### src/rtl/dec_stage.sv
// RV32I decode stage: combinational decode captured into an output register backed by a
// one-entry skid buffer, so fetch sees a purely registered ready and full throughput is kept.
module dec_stage #(
    parameter int XLEN     = 32,
    parameter int REG_BITS = 5
) (
    input  logic                clock,
    input  logic                reset_n,
    input  logic                in_valid,
    output logic                in_ready,
    input  logic [31:0]         in_inst,
    input  logic [XLEN-1:0]     in_pc,
    input  logic                flush,
    output logic                out_valid,
    input  logic                out_ready,
    output logic [XLEN-1:0]     out_pc,
    output logic [REG_BITS-1:0] rd,
    output logic [REG_BITS-1:0] rs1,
    output logic [REG_BITS-1:0] rs2,
    output logic [XLEN-1:0]     imm,
    output logic [3:0]          alu_op,
    output logic [3:0]          inst_type,
    output logic [3:0]          mem_wbmask,
    output logic                is_mem_sign,
    output logic                ebreak,
    output logic                illegal,
    output logic                halted
);

    localparam logic [3:0] T_IMM    = 4'd0;
    localparam logic [3:0] T_REG    = 4'd1;
    localparam logic [3:0] T_LOAD   = 4'd2;
    localparam logic [3:0] T_STORE  = 4'd3;
    localparam logic [3:0] T_LUI    = 4'd4;
    localparam logic [3:0] T_AUIPC  = 4'd5;
    localparam logic [3:0] T_JAL    = 4'd6;
    localparam logic [3:0] T_JALR   = 4'd7;
    localparam logic [3:0] T_BRANCH = 4'd8;
    localparam logic [3:0] T_SYS    = 4'd9;
    localparam logic [3:0] T_ILL    = 4'd15;

    localparam logic [31:0] INST_ECALL  = 32'h0000_0073;
    localparam logic [31:0] INST_EBREAK = 32'h0010_0073;

    typedef struct packed {
        logic [XLEN-1:0]     pc;
        logic [REG_BITS-1:0] rd;
        logic [REG_BITS-1:0] rs1;
        logic [REG_BITS-1:0] rs2;
        logic [XLEN-1:0]     imm;
        logic [3:0]          alu_op;
        logic [3:0]          inst_type;
        logic [3:0]          mem_wbmask;
        logic                is_mem_sign;
        logic                is_ebreak;
        logic                is_illegal;
    } bundle_t;

    // A 5-bit register field is usable only if its bits above REG_BITS are clear.
    function automatic logic reg_ok(input logic [4:0] f);
        return (32'(f) >> REG_BITS) == 32'd0;
    endfunction

    logic [6:0]  opcode;
    logic [2:0]  funct3;
    logic [6:0]  funct7;
    logic [4:0]  f_rd, f_rs1, f_rs2;
    logic [31:0] imm_i, imm_s, imm_b, imm_u, imm_j;

    assign opcode = in_inst[6:0];
    assign funct3 = in_inst[14:12];
    assign funct7 = in_inst[31:25];
    assign f_rd   = in_inst[11:7];
    assign f_rs1  = in_inst[19:15];
    assign f_rs2  = in_inst[24:20];

    assign imm_i = {{20{in_inst[31]}}, in_inst[31:20]};
    assign imm_s = {{20{in_inst[31]}}, in_inst[31:25], in_inst[11:7]};
    assign imm_b = {{19{in_inst[31]}}, in_inst[31], in_inst[7], in_inst[30:25], in_inst[11:8], 1'b0};
    assign imm_u = {in_inst[31:12], 12'h000};
    assign imm_j = {{11{in_inst[31]}}, in_inst[31], in_inst[19:12], in_inst[20], in_inst[30:21], 1'b0};

    bundle_t     dec;
    logic        use_rd, use_rs1, use_rs2;
    logic        bad;
    logic        alt;
    logic [2:0]  op3;
    logic [3:0]  typ;
    logic [3:0]  mask;
    logic        sgn;
    logic        is_ebk;
    logic [31:0] imm32;

    always_comb begin
        dec     = '0;
        use_rd  = 1'b0;
        use_rs1 = 1'b0;
        use_rs2 = 1'b0;
        bad     = 1'b0;
        alt     = 1'b0;
        op3     = 3'b000;
        typ     = T_ILL;
        mask    = 4'b0000;
        sgn     = 1'b0;
        is_ebk  = 1'b0;
        imm32   = '0;

        case (opcode)
            7'b0010011: begin
                typ     = T_IMM;
                use_rd  = 1'b1;
                use_rs1 = 1'b1;
                imm32   = imm_i;
                op3     = funct3;
                alt     = (funct3 == 3'b101) && in_inst[30];
            end
            7'b0110011: begin
                typ     = T_REG;
                use_rd  = 1'b1;
                use_rs1 = 1'b1;
                use_rs2 = 1'b1;
                op3     = funct3;
                alt     = in_inst[30];
                bad     = !((funct7 == 7'b0000000) ||
                            ((funct7 == 7'b0100000) && ((funct3 == 3'b000) || (funct3 == 3'b101))));
            end
            7'b0000011: begin
                typ     = T_LOAD;
                use_rd  = 1'b1;
                use_rs1 = 1'b1;
                imm32   = imm_i;
                sgn     = funct3[2];
                bad     = (funct3 == 3'b011) || (funct3 == 3'b110) || (funct3 == 3'b111);
            end
            7'b0100011: begin
                typ     = T_STORE;
                use_rs1 = 1'b1;
                use_rs2 = 1'b1;
                imm32   = imm_s;
                bad     = funct3 > 3'b010;
            end
            7'b0110111: begin
                typ    = T_LUI;
                use_rd = 1'b1;
                imm32  = imm_u;
            end
            7'b0010111: begin
                typ    = T_AUIPC;
                use_rd = 1'b1;
                imm32  = imm_u;
            end
            7'b1101111: begin
                typ    = T_JAL;
                use_rd = 1'b1;
                imm32  = imm_j;
            end
            7'b1100111: begin
                typ     = T_JALR;
                use_rd  = 1'b1;
                use_rs1 = 1'b1;
                imm32   = imm_i;
                bad     = funct3 != 3'b000;
            end
            7'b1100011: begin
                typ     = T_BRANCH;
                use_rs1 = 1'b1;
                use_rs2 = 1'b1;
                imm32   = imm_b;
                op3     = funct3;
                bad     = (funct3 == 3'b010) || (funct3 == 3'b011);
            end
            7'b1110011: begin
                typ    = T_SYS;
                is_ebk = in_inst == INST_EBREAK;
                bad    = (in_inst != INST_ECALL) && (in_inst != INST_EBREAK);
            end
            default: bad = 1'b1;
        endcase

        // Byte-enable mask follows access size; only meaningful for memory ops.
        if ((typ == T_LOAD) || (typ == T_STORE)) begin
            case (funct3[1:0])
                2'b00:   mask = 4'b0001;
                2'b01:   mask = 4'b0011;
                2'b10:   mask = 4'b1111;
                default: mask = 4'b0000;
            endcase
        end

        bad = bad || (use_rd && !reg_ok(f_rd)) || (use_rs1 && !reg_ok(f_rs1)) ||
              (use_rs2 && !reg_ok(f_rs2));

        dec.pc = in_pc;
        if (bad) begin
            dec.inst_type  = T_ILL;
            dec.is_illegal = 1'b1;
        end else begin
            dec.rd          = use_rd  ? REG_BITS'(f_rd)  : '0;
            dec.rs1         = use_rs1 ? REG_BITS'(f_rs1) : '0;
            dec.rs2         = use_rs2 ? REG_BITS'(f_rs2) : '0;
            dec.imm         = XLEN'($signed(imm32));
            dec.alu_op      = {alt, op3};
            dec.inst_type   = typ;
            dec.mem_wbmask  = mask;
            dec.is_mem_sign = sgn;
            dec.is_ebreak   = is_ebk;
        end
    end

    bundle_t out_q, out_d;
    bundle_t skid_q, skid_d;
    logic    out_valid_q, out_valid_d;
    logic    skid_valid_q, skid_valid_d;
    logic    halted_q, halted_d;
    logic    accept;

    assign in_ready = !skid_valid_q && !halted_q;
    assign accept   = in_valid && in_ready;

    always_comb begin
        out_d        = out_q;
        skid_d       = skid_q;
        out_valid_d  = out_valid_q;
        skid_valid_d = skid_valid_q;
        halted_d     = halted_q || (accept && dec.is_ebreak);

        if (flush) begin
            out_valid_d  = 1'b0;
            skid_valid_d = 1'b0;
        end else if (!out_valid_q || out_ready) begin
            // Skid entry is older than anything arriving now, so it goes first.
            if (skid_valid_q) begin
                out_d        = skid_q;
                out_valid_d  = 1'b1;
                skid_valid_d = 1'b0;
            end else if (accept) begin
                out_d       = dec;
                out_valid_d = 1'b1;
            end else begin
                out_valid_d = 1'b0;
            end
        end else if (accept) begin
            skid_d       = dec;
            skid_valid_d = 1'b1;
        end
    end

    always_ff @(posedge clock or negedge reset_n) begin
        if (!reset_n) begin
            out_q        <= '0;
            skid_q       <= '0;
            out_valid_q  <= 1'b0;
            skid_valid_q <= 1'b0;
            halted_q     <= 1'b0;
        end else begin
            out_q        <= out_d;
            skid_q       <= skid_d;
            out_valid_q  <= out_valid_d;
            skid_valid_q <= skid_valid_d;
            halted_q     <= halted_d;
        end
    end

    assign out_valid   = out_valid_q;
    assign out_pc      = out_q.pc;
    assign rd          = out_q.rd;
    assign rs1         = out_q.rs1;
    assign rs2         = out_q.rs2;
    assign imm         = out_q.imm;
    assign alu_op      = out_q.alu_op;
    assign inst_type   = out_q.inst_type;
    assign mem_wbmask  = out_q.mem_wbmask;
    assign is_mem_sign = out_q.is_mem_sign;
    assign ebreak      = out_q.is_ebreak;
    assign illegal     = out_q.is_illegal;
    assign halted      = halted_q;

endmodule

### config.mk
export PLATFORM = sky130hd
export DESIGN_NAME = dec_stage
export DESIGN_NICKNAME = d
export VERILOG_FILES = /design/src/rtl/dec_stage.sv
export SDC_FILE = /design/constraint.sdc
export NUM_CORES = 1
export LEC_CHECK = 0
export BUFFER_PORTS_ARGS = -buffer_cell sky130_fd_sc_hd__buf_2
export CORE_MARGIN = 4
export CORE_UTILIZATION = 44
export CTS_CLUSTER_SIZE = 10
export DETAILED_ROUTE_END_ITERATION = 10
export PLACE_DENSITY = 0.63
export SLEW_MARGIN = 20
export SYNTH_ARGS = -nofsm -noshare
export SYNTH_HDL_FRONTEND = slang
export SYNTH_SLANG_ARGS = --single-unit
### constraint.sdc
create_clock -name clock -period 2.63 [get_ports clock]
set_input_delay 0.1315 -clock clock [delete_from_list [all_inputs] [get_ports clock]]
set_output_delay 0.1315 -clock clock [all_outputs]
set_load 0.005 [all_outputs]
==> flow_summary.ini <==
[sta]
fin_tns_setup_ns = 0
setup_viol = 0
fmax_mhz = 442
maxSlewHeadroom = 0.299
grt_setup_unrepaired = no
tightestPinTransition_ns = 1.05
period_minus_slack_ns = 2.26
fin_ws_ns = 0.368
skew_ns = 0.0163
period_share = 0.860
finalHoldViolCount = 0
final-max-slew-violation-count = 0

[synthesis]
yosys.area_share.simple = 0.182
synthFlopType = dfrtp_1
synthAdderAreaFrac = 0.00709
synth_common_cells = nand2_1, dfrtp_1, a21oi_1
yosysSeqAreaShare = 0.536
synth_area_per_cell_um2 = 9.53
synth_cell_types = 56
synth.mux.area_fraction = 0.0363
syn_inst = 925
synth_nets = 999
synth_compound_area_frac = 0.188
synth_area_leaders = dfrtp_1, nand2_1, a21oi_1, o21ai_2, mux2i_1
synth_top_cell_area_share = 0.536
yosysWarnings = 0
synth_enable_flop_cells = 0
synth_top_family_by_area = compound AO/OA/AOI/OAI gates
synth_area_um2 = 8820
synth.largest_area_cell = dfrtp_1
ys_ff_latch = 189
synth.most_common_cell = nand2_1
ys_async_sr_fraction = 1.00
synthXorXnorAreaFrac = 0.000993

[worst_setup_path]
r2r_slack_ns = 0.42
critPathLaunchType = primary input
crit_end = skid_q[2]
startpoint = in_inst[26]
cp-end-kind = register
crit_type = primary input to register
critPathArrivalTime_ns = 2.60
crit_fanout = 35
r2r-start = skid_valid_q
r2r_cells = 6
rr_endpoint = skid_q[2]
required_ns = 2.97

[drt]
dr.pass1.iters = 5
detail_route.vias_per_cell = 5.37
vias = 7401
wl_per_cell_um = 17.8
drc = 0
drt-total-wl_um = 24500
drtIter0Drc = 561
ant_nets = 0

[pwr]
p_seq_frac = 0.489
switching_share = 0.259
ir_drop_v = 0.000476
pwr-share-clk = 0.373
p_per_area_nw_per_um2 = 639
comb_power_share = 0.138
p_switching_uw = 1780
cell_internal_pwr_uw = 5100
cellLeakagePower_uw = 0.00489

[floorplan]
dieWidth_um = 150
ios = 166
row_count = 51
coreArea_um2 = 19600
die_h_um = 150
initial_utilization = 0.450
dieArea_um2 = 22400

[cells_and_area]
n_antenna_cell = 0
drive_gt1_frac = 0.254
fin_nets = 1176
fillCellCount = 1815
multiInputGateArea_um2 = 3680
layout.area.seq_um2 = 4730
syn2layout_area_growth_pct = 21.9

[outcome]
status = finished, final reports clean

[cts]
cts_buffer_depth = 2
cts_buffers = 17
holdBufCountCts = 35
cts.sinks = 189
cts_root_buf = clkbuf_16
cts_setup_buffers = 0
cts_tree = done
htree_levels = 4
ctsResizeCount = 0
clock_latency_ns = 0.43
path_clk_slew_ns = 0.07

[flow_run]
drv_cap = 0

[placed_design]
dp_slack_ns = 0.276
place_congestion = 0.874
port_buffers = 165
hpwl_um = 16000

[grt]
grt_max_degree = 98
grt_pass1_vias = 7390
overflow = 0
grt_pass1_wl_um = 39600
track_usage = 0.222
antenna_found_initial = 0

[worst_hold_path]
hold_class = primary input to register
[layer usage]
metal / routed length [µm] / global-route usage / share of wire / vias to the layer above
met5: 0 / 0 / 0 / -
met4: 160 / 0.0398 / 0.0065 / 0
met3: 1590 / 0.0500 / 0.065 / 16
met2: 11000 / 0.339 / 0.45 / 281
met1: 11700 / 0.329 / 0.48 / 3549
li1: - / - / - / 3555
[flip-flops by register name, indices dropped and copies added, names as in the netlist, 3 cells and up]
register / cells
skid_q: 93
imm: 32
out_pc: 32
rd: 5
rs1: 5
rs2: 5
alu_op: 4
inst_type: 4
mem_wbmask: 3
[cell usage in the layout (no fill, tap or decap), drive strengths merged, types with 4 or more instances in the layout]
cell type,netlist,layout
o211ai,10,10
buf,27,189
clkinvlp,0,4
nand4b,4,4
and3,18,18
nor2,81,81
a21oi,116,116
nand2,197,197
dlygate4sd3,0,35
nor3,10,10
o21ai,79,79
nand2b,8,8
mux2i,32,32
ha,5,5
o22ai,30,30
a22oi,5,5
clkbuf,40,20
nor2b,7,7
nand3,15,15
dfrtp,189,189
inv,7,8
nor4,6,6
[power by group through the flow]
| stage | clock (µW) | sequential [µW] | combinational, µW |
|---|---|---|---|
| global route | 2730 | 3400 | 1080 |
| detailed placement | 0 | 3420 | 904 |
| floorplan | 0 | 3410 | 446 |
| global placement | 0 | 3410 | 893 |
| CTS | 2620 | 3360 | 954 |
| finish | 2560 | 3360 | 947 |
[worst min-delay path by stage]
| stage | startpoint | end | slack (ns) | cells after the start |
|---|---|---|---|---|
| final | in_valid | halted | 0.01 | 3 |
| after global routing | in_valid | halted | 0.008 | 3 |
| after CTS | in_valid | halted | 0.0009 | 3 |
| after detailed placement | reset_n | out_pc[25] | 0.21 | 1 |
| after global placement | reset_n | out_pc[25] | 0.21 | 1 |
| after floorplan | reset_n | alu_op[0] | -0.16 | 0 |
[critical path, cell delays in order]
cell	delay, ns
dlygate4sd3_1	0.53
buf_2	0.15
nor4_4	0.38
o211ai_2	0.15
o2bb2ai_2	0.17
or4_4	0.52
buf_4	0.32
o21ai_0	0.22
[layout make-up]
| class | count | area share |
|---|---|---|
| Timing Repair Buffer | 225 | 0.131 |
| Clock inverter | 10 | 0.0133 |
| Multi-Input combinational cell | 662 | 0.342 |
| Sequential cell | 189 | 0.440 |
| Clock buffer | 19 | 0.0403 |
| Inverter | 7 | 0.00244 |
| Tap cell | 265 | 0.0308 |
[cell families after synthesis]
kind of cell | Yosys count
flops | 189
compound gates | 260
xor+xnor | 1
simple gates | 364
fa+ha+maj | 5
buf+inv | 74
mux | 32
[per-stage QoR]
step                std cells  total power [µW]  hold slack, ns  cell area [µm²]   util
floorplan                 925              3850          -0.164             8820      -
detailed placement       1313              4320           0.205             9830  0.502
global route             1377              7210         0.00845            10800  0.549
finish                   1377              6870          0.0101            10800  0.549
CTS                      1377              6940        0.000876            10800  0.549
global placement         1313              4300           0.206             9830  0.502
No activity file was read; power rests on OpenSTA's default activity.
